<file path="config.mk">
export PLATFORM = sky130hd
export DESIGN_NAME = round_referee_flat
export DESIGN_NICKNAME = d
export VERILOG_FILES = /design/src/rtl/round_referee_if.sv /design/src/rtl/round_referee.sv /design/src/flat_wrapper.sv
export SDC_FILE = /design/constraint.sdc
export NUM_CORES = 1
export LEC_CHECK = 0
export ABC_AREA = 1
export BUFFER_PORTS_ARGS = -buffer_cell sky130_fd_sc_hd__buf_2
export CORE_MARGIN = 2
export CORE_UTILIZATION = 30
export DETAILED_ROUTE_END_ITERATION = 10
export PLACE_DENSITY = 0.52
export SLEW_MARGIN = 15
export SYNTH_ARGS = -nofsm -noshare
export SYNTH_HDL_FRONTEND = slang
export SYNTH_SLANG_ARGS = --single-unit
</file>
<file path="constraint.sdc">
create_clock -name clk -period 1.35 [get_ports clk]
set_input_delay 0.27 -clock clk [delete_from_list [all_inputs] [get_ports clk]]
set_output_delay 0.27 -clock clk [all_outputs]
set_load 0.1 [all_outputs]
</file>
<file path="src/rtl/round_referee_if.sv">
// Signal bundle between the game engine (master) and the round referee (slave):
// per-frame inputs in, round-result strobes, tallies and match status out.
interface round_referee_if;
  logic       start;
  logic       frame_tick;
  logic       crash1;
  logic       crash2;
  logic       round_active;
  logic       p1_won;
  logic       p2_won;
  logic       draw;
  logic       score_en;
  logic       clear_scores;
  logic [3:0] tally1;
  logic [3:0] tally2;
  logic       match_over;
  logic [1:0] match_winner;

  modport master (
    output start, frame_tick, crash1, crash2,
    input  round_active, p1_won, p2_won, draw, score_en, clear_scores,
    input  tally1, tally2, match_over, match_winner
  );

  modport slave (
    input  start, frame_tick, crash1, crash2,
    output round_active, p1_won, p2_won, draw, score_en, clear_scores,
    output tally1, tally2, match_over, match_winner
  );
endinterface

</file>
<file path="src/rtl/round_referee.sv">
// Round referee: turns per-frame crash flags into registered round-result strobes and
// sequences play/report/pause/match-end. Optional macro ROUND_REFEREE_DRAW_POINT_EN awards a draw to both.
module round_referee #(
  parameter int WIN_SCORE    = 5,
  parameter int PAUSE_CYCLES = 25000000,
  parameter int PAUSE_W      = 25
) (
  input logic            clk,
  input logic            reset,
  round_referee_if.slave bus
);

  typedef enum logic [2:0] {
    IDLE      = 3'd0,
    PLAY      = 3'd1,
    REPORT    = 3'd2,
    PAUSE     = 3'd3,
    MATCH_END = 3'd4
  } state_t;

  localparam logic [3:0]         WIN        = 4'(WIN_SCORE);
  localparam logic [PAUSE_W-1:0] PAUSE_LAST = PAUSE_W'(PAUSE_CYCLES - 1);

  state_t             state, state_nxt;
  logic [PAUSE_W-1:0] pause_cnt, pause_cnt_nxt;
  logic [3:0]         tally1_p0, tally2_p0, tally1_nxt, tally2_nxt;
  logic [1:0]         winner_p0, winner_nxt;
  logic               round_active_p0, round_active_nxt;
  logic               p1_won_p0, p1_won_nxt;
  logic               p2_won_p0, p2_won_nxt;
  logic               draw_p0, draw_nxt;
  logic               score_en_p0, score_en_nxt;
  logic               clear_p0, clear_nxt;
  logic               match_over_p0, match_over_nxt;

  // A tally never moves past WIN_SCORE, even if a stray increment slips in.
  function automatic logic [3:0] tally_inc(input logic [3:0] t);
    return (t >= WIN) ? WIN : t + 4'd1;
  endfunction

  function automatic logic [1:0] winner_of(input logic [3:0] t1, input logic [3:0] t2);
    return {t2 >= WIN, t1 >= WIN};
  endfunction

  always_comb begin
    state_nxt     = state;
    pause_cnt_nxt = '0;
    tally1_nxt    = tally1_p0;
    tally2_nxt    = tally2_p0;
    winner_nxt    = winner_p0;
    p1_won_nxt    = 1'b0;
    p2_won_nxt    = 1'b0;
    draw_nxt      = 1'b0;
    score_en_nxt  = 1'b0;
    clear_nxt     = 1'b0;

    case (state)
      IDLE, MATCH_END: begin
        if (bus.start) begin
          state_nxt  = PLAY;
          clear_nxt  = 1'b1;
          tally1_nxt = '0;
          tally2_nxt = '0;
          winner_nxt = 2'b00;
        end
      end
      PLAY: begin
        if (bus.frame_tick && (bus.crash1 || bus.crash2)) begin
          state_nxt = REPORT;
          if (bus.crash1 && bus.crash2) begin
            draw_nxt = 1'b1;
`ifdef ROUND_REFEREE_DRAW_POINT_EN
            p1_won_nxt   = 1'b1;
            p2_won_nxt   = 1'b1;
            score_en_nxt = 1'b1;
            tally1_nxt   = tally_inc(tally1_p0);
            tally2_nxt   = tally_inc(tally2_p0);
`endif
          end else if (bus.crash2) begin
            p1_won_nxt   = 1'b1;
            score_en_nxt = 1'b1;
            tally1_nxt   = tally_inc(tally1_p0);
          end else begin
            p2_won_nxt   = 1'b1;
            score_en_nxt = 1'b1;
            tally2_nxt   = tally_inc(tally2_p0);
          end
        end
      end
      REPORT: begin
        // Tallies already carry this round's point, so the win test looks at them directly.
        if (tally1_p0 >= WIN || tally2_p0 >= WIN) begin
          state_nxt  = MATCH_END;
          winner_nxt = winner_of(tally1_p0, tally2_p0);
        end else begin
          state_nxt = PAUSE;
        end
      end
      PAUSE: begin
        if (pause_cnt == PAUSE_LAST) begin
          state_nxt = PLAY;
        end else begin
          pause_cnt_nxt = pause_cnt + 1'b1;
        end
      end
      default: state_nxt = IDLE;
    endcase

    round_active_nxt = (state_nxt == PLAY);
    match_over_nxt   = (state_nxt == MATCH_END);
  end

  // Register stage: every output leaves from a flop.
  always_ff @(posedge clk) begin
    if (reset) begin
      state           <= IDLE;
      pause_cnt       <= '0;
      tally1_p0       <= '0;
      tally2_p0       <= '0;
      winner_p0       <= 2'b00;
      round_active_p0 <= 1'b0;
      p1_won_p0       <= 1'b0;
      p2_won_p0       <= 1'b0;
      draw_p0         <= 1'b0;
      score_en_p0     <= 1'b0;
      clear_p0        <= 1'b0;
      match_over_p0   <= 1'b0;
    end else begin
      state           <= state_nxt;
      pause_cnt       <= pause_cnt_nxt;
      tally1_p0       <= tally1_nxt;
      tally2_p0       <= tally2_nxt;
      winner_p0       <= winner_nxt;
      round_active_p0 <= round_active_nxt;
      p1_won_p0       <= p1_won_nxt;
      p2_won_p0       <= p2_won_nxt;
      draw_p0         <= draw_nxt;
      score_en_p0     <= score_en_nxt;
      clear_p0        <= clear_nxt;
      match_over_p0   <= match_over_nxt;
    end
  end

  assign bus.round_active = round_active_p0;
  assign bus.p1_won       = p1_won_p0;
  assign bus.p2_won       = p2_won_p0;
  assign bus.draw         = draw_p0;
  assign bus.score_en     = score_en_p0;
  assign bus.clear_scores = clear_p0;
  assign bus.tally1       = tally1_p0;
  assign bus.tally2       = tally2_p0;
  assign bus.match_over   = match_over_p0;
  assign bus.match_winner = winner_p0;

endmodule

</file>
<file path="src/flat_wrapper.sv">
// flat-port wrapper written by rule: the top's interface ports become plain ports
module round_referee_flat 
#(
  parameter int WIN_SCORE    = 5,
  parameter int PAUSE_CYCLES = 25000000,
  parameter int PAUSE_W      = 25
)
  (clk, reset, bus_start, bus_frame_tick, bus_crash1, bus_crash2, bus_round_active, bus_p1_won, bus_p2_won, bus_draw, bus_score_en, bus_clear_scores, bus_tally1, bus_tally2, bus_match_over, bus_match_winner);
  round_referee_if bus_i ();
  input logic clk;
  input logic reset;
  input wire logic [$bits(bus_i.start)-1:0] bus_start;
  input wire logic [$bits(bus_i.frame_tick)-1:0] bus_frame_tick;
  input wire logic [$bits(bus_i.crash1)-1:0] bus_crash1;
  input wire logic [$bits(bus_i.crash2)-1:0] bus_crash2;
  output wire logic [$bits(bus_i.round_active)-1:0] bus_round_active;
  output wire logic [$bits(bus_i.p1_won)-1:0] bus_p1_won;
  output wire logic [$bits(bus_i.p2_won)-1:0] bus_p2_won;
  output wire logic [$bits(bus_i.draw)-1:0] bus_draw;
  output wire logic [$bits(bus_i.score_en)-1:0] bus_score_en;
  output wire logic [$bits(bus_i.clear_scores)-1:0] bus_clear_scores;
  output wire logic [$bits(bus_i.tally1)-1:0] bus_tally1;
  output wire logic [$bits(bus_i.tally2)-1:0] bus_tally2;
  output wire logic [$bits(bus_i.match_over)-1:0] bus_match_over;
  output wire logic [$bits(bus_i.match_winner)-1:0] bus_match_winner;
  assign bus_i.start = bus_start;
  assign bus_i.frame_tick = bus_frame_tick;
  assign bus_i.crash1 = bus_crash1;
  assign bus_i.crash2 = bus_crash2;
  assign bus_round_active = bus_i.round_active;
  assign bus_p1_won = bus_i.p1_won;
  assign bus_p2_won = bus_i.p2_won;
  assign bus_draw = bus_i.draw;
  assign bus_score_en = bus_i.score_en;
  assign bus_clear_scores = bus_i.clear_scores;
  assign bus_tally1 = bus_i.tally1;
  assign bus_tally2 = bus_i.tally2;
  assign bus_match_over = bus_i.match_over;
  assign bus_match_winner = bus_i.match_winner;
  round_referee #(.WIN_SCORE(WIN_SCORE), .PAUSE_CYCLES(PAUSE_CYCLES), .PAUSE_W(PAUSE_W)) u_core (.clk(clk), .reset(reset), .bus(bus_i));
endmodule
</file>
==> flow_metrics.env <==
export IMPL_ios=23
export IMPL_grtUsageMet1_pct=19.81
export IMPL_vias=2316
export IMPL_core_um2=7607
export IMPL_irDropWorstVdd_mv=0.6756
export IMPL_pwr_share_comb_pct=32.3
export IMPL_synth_warnings=0
export IMPL_hold_violations=0
export IMPL_cp_arrival_ns=1.57
export IMPL_grt_max_degree=26
export IMPL_grt_overflow=0
export IMPL_max_slew_margin_pct=67.35
export IMPL_hold_class="in2reg"
export IMPL_worst_slew_pin_slew_ns=0.4932
export IMPL_drt_wl_total_um=5980
export IMPL_report_final_slew_viol_count=0
export IMPL_fin_crit_sh_pct=98.36
export IMPL_post_layout_nonfiller_instances=512
export IMPL_clk_pin_slew_ns=0.09
export IMPL_portBuffers=22
export IMPL_drcViolationCount=0
export IMPL_use_met2_pct=22.00
export IMPL_dieWidth_um=91.96
export IMPL_synth_distinct_cells=22
export IMPL_crit_fanout=4
export IMPL_critical_path_slowest_cell="dfxtp_4"
export IMPL_cts_hold_buf=0
export IMPL_rows=32
export IMPL_die_height_um=91.96
export IMPL_clock_skew_ns=0.006065
export IMPL_fin_area_um2=3337
export IMPL_fin_crit_ns=1.328
export IMPL_grt_pass1_wl_um=9660
export IMPL_dp_cells=496
export IMPL_cp_common_cell="nand2_1"
export IMPL_clockBufferDepth=2
export IMPL_outcome="completed"
export IMPL_cts_htree_levels=2
export IMPL_p_leak_nw=1.294
export IMPL_place_gp_congestion=0.8543
export IMPL_ys_ff_latch=45
export IMPL_p_per_area_nw_per_um2=1134
export IMPL_numCtsBuffers=5
export IMPL_busiest_layer="met2"
export IMPL_ant_nets=0
export IMPL_finalNetCount=422
export IMPL_first_iter_violations=97
export IMPL_antenna_found_initial=0
export IMPL_netlist_area_um2=2321
export IMPL_grt_use_total_pct=14.12
export IMPL_grt_pass1_vias=2117
export IMPL_fin_util_pct=43.87
export IMPL_p_int_mw=2.420
export IMPL_startpoint_type="register"
export IMPL_drtPass1Iterations=4
export IMPL_area_delta_synth_final_pct=43.77
export IMPL_crit_chain="inv_4, ha_4, inv_2, nand2_1, nand2_2, nand2_4, nor2_4, nand2_1, nand2_1, nand2_2, nor2_2"
export IMPL_cts_tree="yes"
export IMPL_synthCells=349
export IMPL_met3_usage_pct=2.547
export IMPL_final_common_cell="nand2_1"
export IMPL_drive_gt1_share_pct=36.83
export IMPL_switching_power_mw=1.363
export IMPL_cp_end_kind="register"
export IMPL_synth_seq_area_share_pct=38.81
export IMPL_layout_setup_ws_ns=0.02216
export IMPL_hpwl_um=4178
export IMPL_slowest_delay_ns=0.37
export IMPL_tns_ns=0
export IMPL_pwr_share_seq_pct=39.1
export IMPL_setup_violations_final=0
export IMPL_crit_required_ns=1.59
export IMPL_die_area_um2=8456
export IMPL_initial_utilization_pct=30.51
export IMPL_crit_type="reg2reg"
export IMPL_most_common_layout_cells="nand2_1, nor2_1, buf_4"
export IMPL_switching_share_pct=36.04
export IMPL_clk_latency_ns=0.30
export IMPL_post_place_ws_ns=-0.04189
export IMPL_p_clk_share_pct=28.6
export IMPL_cts_root_buf="clkbuf_8"
export IMPL_viasPerCell=4.523
export IMPL_fmaxAchievable_mhz=753.1
export IMPL_power_total_mw=3.783
export IMPL_avgSynthCellArea_um2=6.650
export IMPL_n_antenna_cell=0
export IMPL_routedWlPerCell_um=11.68
export IMPL_placedInstanceArea_um2=2922
export IMPL_whs_ns=0.1639
export IMPL_clock_sinks=45
export IMPL_syn_nets=362
export IMPL_rsz0062_at_grt="true"
export IMPL_maxCapViolCount=0
## power by group through the flow
| stage | Clock, mW | Sequential [mW] | Combinational, mW |
|---|---|---|---|
| after floorplan | 0 | 1.90 | 0.364 |
| after global placement | 0 | 1.51 | 1.07 |
| after detailed placement | 0 | 1.51 | 1.08 |
| after CTS | 1.11 | 1.47 | 1.11 |
| after global routing | 1.17 | 1.49 | 1.32 |
| final | 1.08 | 1.48 | 1.22 |
## worst max-delay path, delay by kind of cell (launching register included)
family,cells,cell delay (ns)
AND/OR/NAND/NOR,8,0.69
buffers and inverters,2,0.07
flip-flops,1,0.37
adder cells (fa/ha/maj),1,0.14
## final timing paths
check,endpoint,slack [ns],depth (start not counted),startpoint
max,u_core.bus.round_active,0.02,11,u_core.bus.tally1[1]
min,u_core.bus.p1_won,0.16,2,bus_crash1
max reg2reg,u_core.bus.round_active,0.02,11,u_core.bus.tally1[1]
min reg2reg,u_core.pause_cnt[0],0.44,1,u_core.pause_cnt[0]
## registers in the layout (all words and copies together) (netlist names)
signal / flops
u_core.bus.clear_scores: 1
u_core.bus.draw: 1
u_core.bus.match_over: 1
u_core.bus.match_winner: 2
u_core.bus.p1_won: 1
u_core.bus.p2_won: 1
u_core.bus.round_active: 1
u_core.bus.score_en: 1
u_core.bus.tally1: 4
u_core.bus.tally2: 4
u_core.pause_cnt: 25
u_core.state: 3
## cell usage after synthesis
master | count | area share (%)
nand2_1 | 116 | 19
dfxtp_1 | 45 | 39
nor2_1 | 80 | 13
nor2_4 | 1 | 0.49
or2_0 | 2 | 0.54
nand2_2 | 1 | 0.27
inv_1 | 26 | 4.2
nand3_1 | 12 | 2.6
nor3_1 | 2 | 0.43
nand4_1 | 4 | 1.1
o21ai_0 | 5 | 1.1
a21oi_1 | 18 | 3.9
nand3b_1 | 8 | 2.6
inv_2 | 2 | 0.32
clkbuf_1 | 1 | 0.16
nand3_4 | 1 | 0.75
xnor2_1 | 6 | 2.3
nor2_2 | 1 | 0.27
nand3_2 | 2 | 0.86
buf_8 | 2 | 1.3
xor2_1 | 7 | 2.6
ha_1 | 7 | 3.8
## logic make-up (layout without fill, tap and decap cells)
family,count (synthesis),after routing,share of synthesized area [%]
and+or+nand+nor,230,233,41.56
xor gates and xnor gates,13,13,4.906
buffers and inverters,31,89,5.984
adders and majority gates,7,7,3.773
DFF,45,45,38.81
AOI/OAI and AO/OA,23,23,4.960
## per-layer routing
layer  up-vias  share of wire (%)
li1       1216                  -
met1      1042                 48
met2        49                 46
met3         9                4.5
met4         0                1.4
met5         -                  0
## repair_timing
| action | CTS | global route |
|---|---|---|
| pin swaps | 4 | 18 |
| endpoints found under the hold margin | 0 | 0 |
| resized for setup | 4 | 75 |
| setup endpoints to repair | 23 | 41 |
| buffers inserted | 2 | 3 |
| gates cloned | 0 | 3 |
## final cells by class
class / count / area [µm²]
Tap cell: 102 / 127.6
Fill cell: 795 / 4270
Multi-Input combinational cell: 276 / 1553
Sequential cell: 45 / 952.2
Clock inverter: 2 / 37.54
Timing Repair Buffer: 53 / 474.2
Clock buffer: 6 / 82.58
Inverter: 28 / 110.1
No activity file was read; power rests on OpenSTA's default activity.
